[src/rtl/brus16_pkg.sv]
// brus16 shared definitions: default widths and the fetch-stage state encoding.
// Imported by the fetch stage and its instruction buffer.
package brus16_pkg;

    localparam int ADDR_W_DEF = 13;
    localparam int DATA_W_DEF = 16;

    typedef enum logic {
        S_RESET = 1'b0,
        S_RUN   = 1'b1
    } fetch_state_t;

endpackage

[src/rtl/brus16_fetch_fifo.sv]
// brus16 fetch instruction buffer: shift-style sync FIFO of {pc,data} words.
// Entry 0 is always the head, so decode sees plain register outputs.
module brus16_fetch_fifo
    import brus16_pkg::*;
#(
    parameter int DEPTH = 2,
    parameter int W     = ADDR_W_DEF + DATA_W_DEF
) (
    input  logic                           clk,
    input  logic                           reset,
    input  logic                           push,
    input  logic                           pop,
    input  logic                           flush,
    input  logic [W-1:0]                   wdata,
    output logic [W-1:0]                   head,
    output logic [$clog2(DEPTH + 1)-1:0]   count
);

    localparam int CW = $clog2(DEPTH + 1);

    logic [W-1:0]  mem [DEPTH];
    logic [CW-1:0] wr_idx;

    // a popped slot frees up before the push lands
    assign wr_idx = count - CW'(pop);
    assign head   = mem[0];

    // shift down on pop, write incoming word behind the survivors
    always_ff @(posedge clk) begin
        if (reset) begin
            count <= '0;
            for (int i = 0; i < DEPTH; i++) begin
                mem[i] <= '0;
            end
        end else if (flush) begin
            count <= '0;
        end else begin
            count <= count + CW'(push) - CW'(pop);
            for (int i = 0; i < DEPTH - 1; i++) begin
                if (pop) begin
                    mem[i] <= mem[i+1];
                end
            end
            for (int i = 0; i < DEPTH; i++) begin
                if (push && wr_idx == CW'(i)) begin
                    mem[i] <= wdata;
                end
            end
        end
    end

endmodule

[src/rtl/brus16_fetch.sv]
// brus16 fetch stage: PC, pROM issue with credit flow control, jump redirect.
// Define BRUS16_FETCH_PERF_EN to add perf_fetched/perf_flushes counters.
module brus16_fetch
    import brus16_pkg::*;
#(
    parameter int                ADDR_W     = ADDR_W_DEF,
    parameter int                DATA_W     = DATA_W_DEF,
    parameter int                FIFO_DEPTH = 2,
    parameter logic [ADDR_W-1:0] RESET_PC   = '0
) (
    input  logic              clk,
    input  logic              reset,
    output logic [ADDR_W-1:0] rom_ad,
    output logic              rom_ce,
    output logic              rom_oce,
    output logic              rom_reset,
    input  logic [DATA_W-1:0] rom_dout,
    input  logic              jump_valid,
    input  logic [ADDR_W-1:0] jump_addr,
    output logic              instr_valid,
    input  logic              instr_ready,
    output logic [DATA_W-1:0] instr_data,
    output logic [ADDR_W-1:0] instr_pc
`ifdef BRUS16_FETCH_PERF_EN
    ,
    output logic [31:0]       perf_fetched,
    output logic [15:0]       perf_flushes
`endif
);

    localparam int CW = $clog2(FIFO_DEPTH + 1);

    fetch_state_t      state;
    logic [ADDR_W-1:0] pc;
    logic [ADDR_W-1:0] inflight_pc;
    logic              inflight;
    logic              pop;
    logic              push;
    logic              flush;
    logic              credit;
    logic              issue;
    logic [CW-1:0]     count;
    logic [ADDR_W+DATA_W-1:0] head;

    assign pop   = instr_valid & instr_ready;
    assign flush = !reset && state == S_RUN && jump_valid;
    // a returning word is dropped when a redirect lands in the same cycle
    assign push  = !reset && inflight && !flush;
    // slots already promised (buffered + in flight) must leave room
    assign credit = (int'(count) + int'(inflight) - int'(pop)) < FIFO_DEPTH;
    assign issue  = !reset && state == S_RUN && (jump_valid || credit);

    assign rom_oce   = 1'b1;
    assign rom_reset = reset;

    // redirect target goes straight to the ROM in the jump cycle
    always_comb begin
        rom_ce = issue;
        rom_ad = flush ? jump_addr : pc;
    end

    assign instr_valid = (count != '0);
    assign {instr_pc, instr_data} = head;

    brus16_fetch_fifo #(
        .DEPTH (FIFO_DEPTH),
        .W     (ADDR_W + DATA_W)
    ) u_fifo (
        .clk   (clk),
        .reset (reset),
        .push  (push),
        .pop   (pop),
        .flush (flush),
        .wdata ({inflight_pc, rom_dout}),
        .head  (head),
        .count (count)
    );

    // state, pc and in-flight tracking
    always_ff @(posedge clk) begin
        if (reset) begin
            state       <= S_RESET;
            pc          <= RESET_PC;
            inflight    <= 1'b0;
            inflight_pc <= '0;
        end else begin
            inflight <= issue;
            unique case (state)
                S_RESET: begin
                    state <= S_RUN;
                    if (jump_valid) begin
                        pc <= jump_addr;
                    end
                end
                S_RUN: begin
                    if (flush) begin
                        pc          <= jump_addr + ADDR_W'(1);
                        inflight_pc <= jump_addr;
                    end else if (issue) begin
                        pc          <= pc + ADDR_W'(1);
                        inflight_pc <= pc;
                    end
                end
                default: state <= S_RESET;
            endcase
        end
    end

`ifdef BRUS16_FETCH_PERF_EN
    // free-running event counters, wrap at max
    always_ff @(posedge clk) begin
        if (reset) begin
            perf_fetched <= '0;
            perf_flushes <= '0;
        end else begin
            if (push) begin
                perf_fetched <= perf_fetched + 32'd1;
            end
            if (flush) begin
                perf_flushes <= perf_flushes + 16'd1;
            end
        end
    end
`endif

endmodule

[config.mk]
export PLATFORM = sky130hd
export DESIGN_NAME = brus16_fetch
export DESIGN_NICKNAME = d
export VERILOG_FILES = /design/src/rtl/brus16_pkg.sv /design/src/rtl/brus16_fetch_fifo.sv /design/src/rtl/brus16_fetch.sv
export SDC_FILE = /design/constraint.sdc
export NUM_CORES = 1
export LEC_CHECK = 0
export ABC_CLOCK_PERIOD_IN_PS = 14200
export CAP_MARGIN = 30
export CORE_ASPECT_RATIO = 1.5
export CORE_UTILIZATION = 58
export DETAILED_ROUTE_END_ITERATION = 6
export GPL_TIMING_DRIVEN = 0
export PLACE_DENSITY = 0.86
export SYNTH_ARGS = -nofsm -noshare
export SYNTH_HDL_FRONTEND = slang
export SYNTH_HIERARCHICAL = 1
export SYNTH_SLANG_ARGS = --single-unit
[constraint.sdc]
create_clock -name clk -period 14.2 [get_ports clk]
set_clock_uncertainty 0.2 [all_clocks]
set_input_delay 2.13 -clock clk [delete_from_list [all_inputs] [get_ports clk]]
set_output_delay 2.13 -clock clk [all_outputs]
set_load 0.05 [all_outputs]
==> impl_results.md <==
- Post-synthesis adder-cell area fraction: between 1 and 1.5%
- Die height: between 100 and 150 um
- Dominant cell by count in the synthesized netlist: edfxtp_1
- NumNets Final: 618
- Starting DRT DRC Count: 340
- CTS Buffer Depth: 2
- Max-slew violation count: 0
- Area delta synth->final: 25.4%
- CP Max Fanout: 10
- CP Class: in -> out
- Worst slew margin: roughly two fifths
- RSZ-0062 raised after global routing: false
- Port bufs: 75
- Violated checks: design-rule violations
- Synth cell count leaders: 58 x edfxtp_1, 43 x nand2_1, 39 x buf_4, 37 x nand3_1, 37 x nor2_1
- Root Buffer Master: clkbuf_16
- XOR/XNOR Fraction of Synth Area: roughly 3.0%
- Vias: about 4,100
- Pwr dens: 162 nW/um^2
- Die Footprint: around 8700 sq um
- Synth area leader: edfxtp_1
- Comb pwr share: approximately 40%
- Net switching power: 381 uW
- Hold Vio Cnt, Final: 0
- Initial antenna violation count: 0
- Worst Path Arrival: about 5.5 ns
- Largest family of logic cells by synthesized area: simple AND/OR/NAND/NOR gates
- Async S/R FF share, synth: 0%
- Yosys reg bits: just under 90
- Max-cap violations: 0
- Ys flop type: edfxtp_1
- Sequential share of power: 35.1%
- HP Class: reg -> reg
- Post-synthesis cell type count: 54
- Synth Area in Simple Gates: 20.8%
- Warnings, synthesis: 6
- Post-Route WL: 12,000 um
- Setup Fix Bufs, Post-CTS: 0
- CTS tree: yes
- H-tree depth: 3
- Total Routing Usage GR: about 29%
- Post-synth top area share: 35.9%
- Min Tclk post-route: ~8 ns
- Grt met1 use: around 30%
- Pre-antenna DRT Iters: 7
- Final Cycle Share: between 50% and 60%
- Worst vdd ir: around 0.087 mV
- Ranking of synthesized cells by area: edfxtp_1 36%, dfxtp_1 12%, buf_4 6.0%
- Gr busiest metal: met2
- Clk sink count: 88
- Clock-pin slew on the worst setup and hold paths: approximately 0.07 ns
- Resized cells post-CTS: 0
- Met2 usage: around 55%
- HPWL after DPL: just under 9000 um
- Net Count, Synth: 530
- DRC viols: 13
- Post-synth EDFFs: 58
- Synth Cell Area: slightly below 5000 sq um
- Crit end category: output pin
- DR vias/cell: about 6
- Register area: between 2000 and 2500 sq um
- Post-synthesis mux area share: under 10%
- FP Rows: 40
- # IOs: just under 80
- Initial Util: around three fifths
- Post-synthesis compound-gate area fraction: about 15%
- Register area share after synthesis: between 40% and 50%
- TritonCTS Buffers: 9
- Share of cells above drive strength 1: around 17%
- Global-route wire length before repair: roughly 19,000 um
- Antenna-violating nets left: 0
- Final setup fails: 0
- Gpl congestion: approximately 0.96
- Worst slew pin tran: 0.870 ns
- Sw frac: 38.7%
- Post-synthesis instance total: approximately 500
- Multi-input gate area: approximately 2000 sq um
- Outcome: finished with violations
- Core ar.: 8060 sq um
- Met3 Use GR: ~5%
- Setup crit start kind: primary input
- Wirelength per Cell: roughly 17 um
- Setup TNS: 0 ns
- Avg Cell Area, Syn: roughly 9.8 sq um
- ANT cells: 0
- Internal cell power: 603 uW
- Leak: 0.00216 uW
- Worst path required time: 11.87 ns
- Die width: 76.6 um
- Fillers: roughly 570
- Hold WS: 0.267 ns
- Clock Latency Late Sink: roughly 0.34 ns
- CTS Hold Bufs: 0
- Clock share of power: between 20% and 30%
- Largest net degree at the start of global routing: 22
- Fmax: 0.127 GHz
- Grt total ovfl: 0
- Vias in the first global route: approximately 4,000
## critical path, cell delays in order
cell and delay [ns]:
clkdlybuf4s50_1 0.47, and2_1 0.24, nor2b_1 0.25, o21ai_1 0.12, fa_1 0.39, xnor2_1 0.25
a21oi_1 0.10, or3_1 0.30, buf_2 0.20, inv_4 0.13, buf_6 0.15, clkdlybuf4s50_1 0.81
## final timing paths
kind                                      start  slack, ns              end  cells after the start
worst min register to register  inflight_pc[11]       0.27  inflight_pc[11]                      2
worst max-delay path                instr_ready       6.33           rom_ce                     12
worst min-delay path            inflight_pc[11]       0.27  inflight_pc[11]                      2
worst max register to register  u_fifo/count[1]      10.88   inflight_pc[7]                     13
## metrics by stage
| stage | setup WS, ns | cells | instance area, sq um | utilization, % | total power, uW |
|---|---|---|---|---|---|
| after floorplan | 7.84 | 493 | 4850 | - | 631 |
| after global placement | 6.42 | 673 | 5730 | 71.1 | 737 |
| after detailed placement | 6.34 | 675 | 5790 | 71.8 | 752 |
| after CTS | 6.33 | 691 | 6080 | 75.4 | 982 |
| after global routing | 6.15 | 691 | 6080 | 75.4 | 1020 |
| final | 6.33 | 691 | 6080 | 75.4 | 984 |
## routing by layer
metal	routed length (um)	share of wire, %	vias up
met5	0	0	-
li1	-	-	1937
met4	327	2.7	0
met2	6640	55	159
met1	4510	38	1996
met3	521	4.3	35
## layout by cell type (no fill, tap or decap), drive strengths merged, types with 2 or more instances in the layout
cell and instances:
nand4 2, o21ai 44, nor3 24, mux2 4, a311oi 2, and3 3
nand3 37, clkdlybuf4s50 75, buf 59, nor3b 30, inv 11, clkinv 3
o221ai 4, o2111ai 2, o22ai 2, or2 2, clkbuf 25, dfxtp 30
a31oi 3, nor2b 5, edfxtp 58, or3 3, mux2i 2, a211oi 31
a21oi 13, xor2 12, nor2 37, ha 3, nand2 43, xnor2 3
o211ai 2
## flip-flops by register name (all words and copies together), names as in the netlist
signal	flops
pc	13
u_fifo/mem	58
inflight_pc	13
u_fifo/count	2
inflight	1
state	1
## logic make-up (layout without fill, tap and decap cells)
family,after synthesis,after routing
mux,6,6
xor+xnor,15,15
flops,88,88
simple gates,190,190
fa+ha+maj,4,4
compound gates,108,108
buf+inv,81,174
other cells,1,1
## area by class of cell
| type | instances | share of cell area (%) |
|---|---|---|
| Buffer | 71 | 7.45 |
| Clock buffer | 11 | 3.83 |
| Clock inverter | 5 | 0.926 |
| Inverter | 10 | 0.659 |
| Multi-Input combinational cell | 324 | 33.2 |
| Sequential cell | 88 | 38.5 |
| Tap cell | 105 | 2.16 |
| Timing Repair Buffer | 77 | 13.3 |
## power groups by stage
stage	Combinational, uW	Clock (uW)	Sequential (uW)
after global placement	387	0	349
after global routing	431	241	350
after detailed placement	402	0	350
after floorplan	288	0	344
final	406	232	346
after CTS	405	232	345
Power figures use the tool's default switching activity.
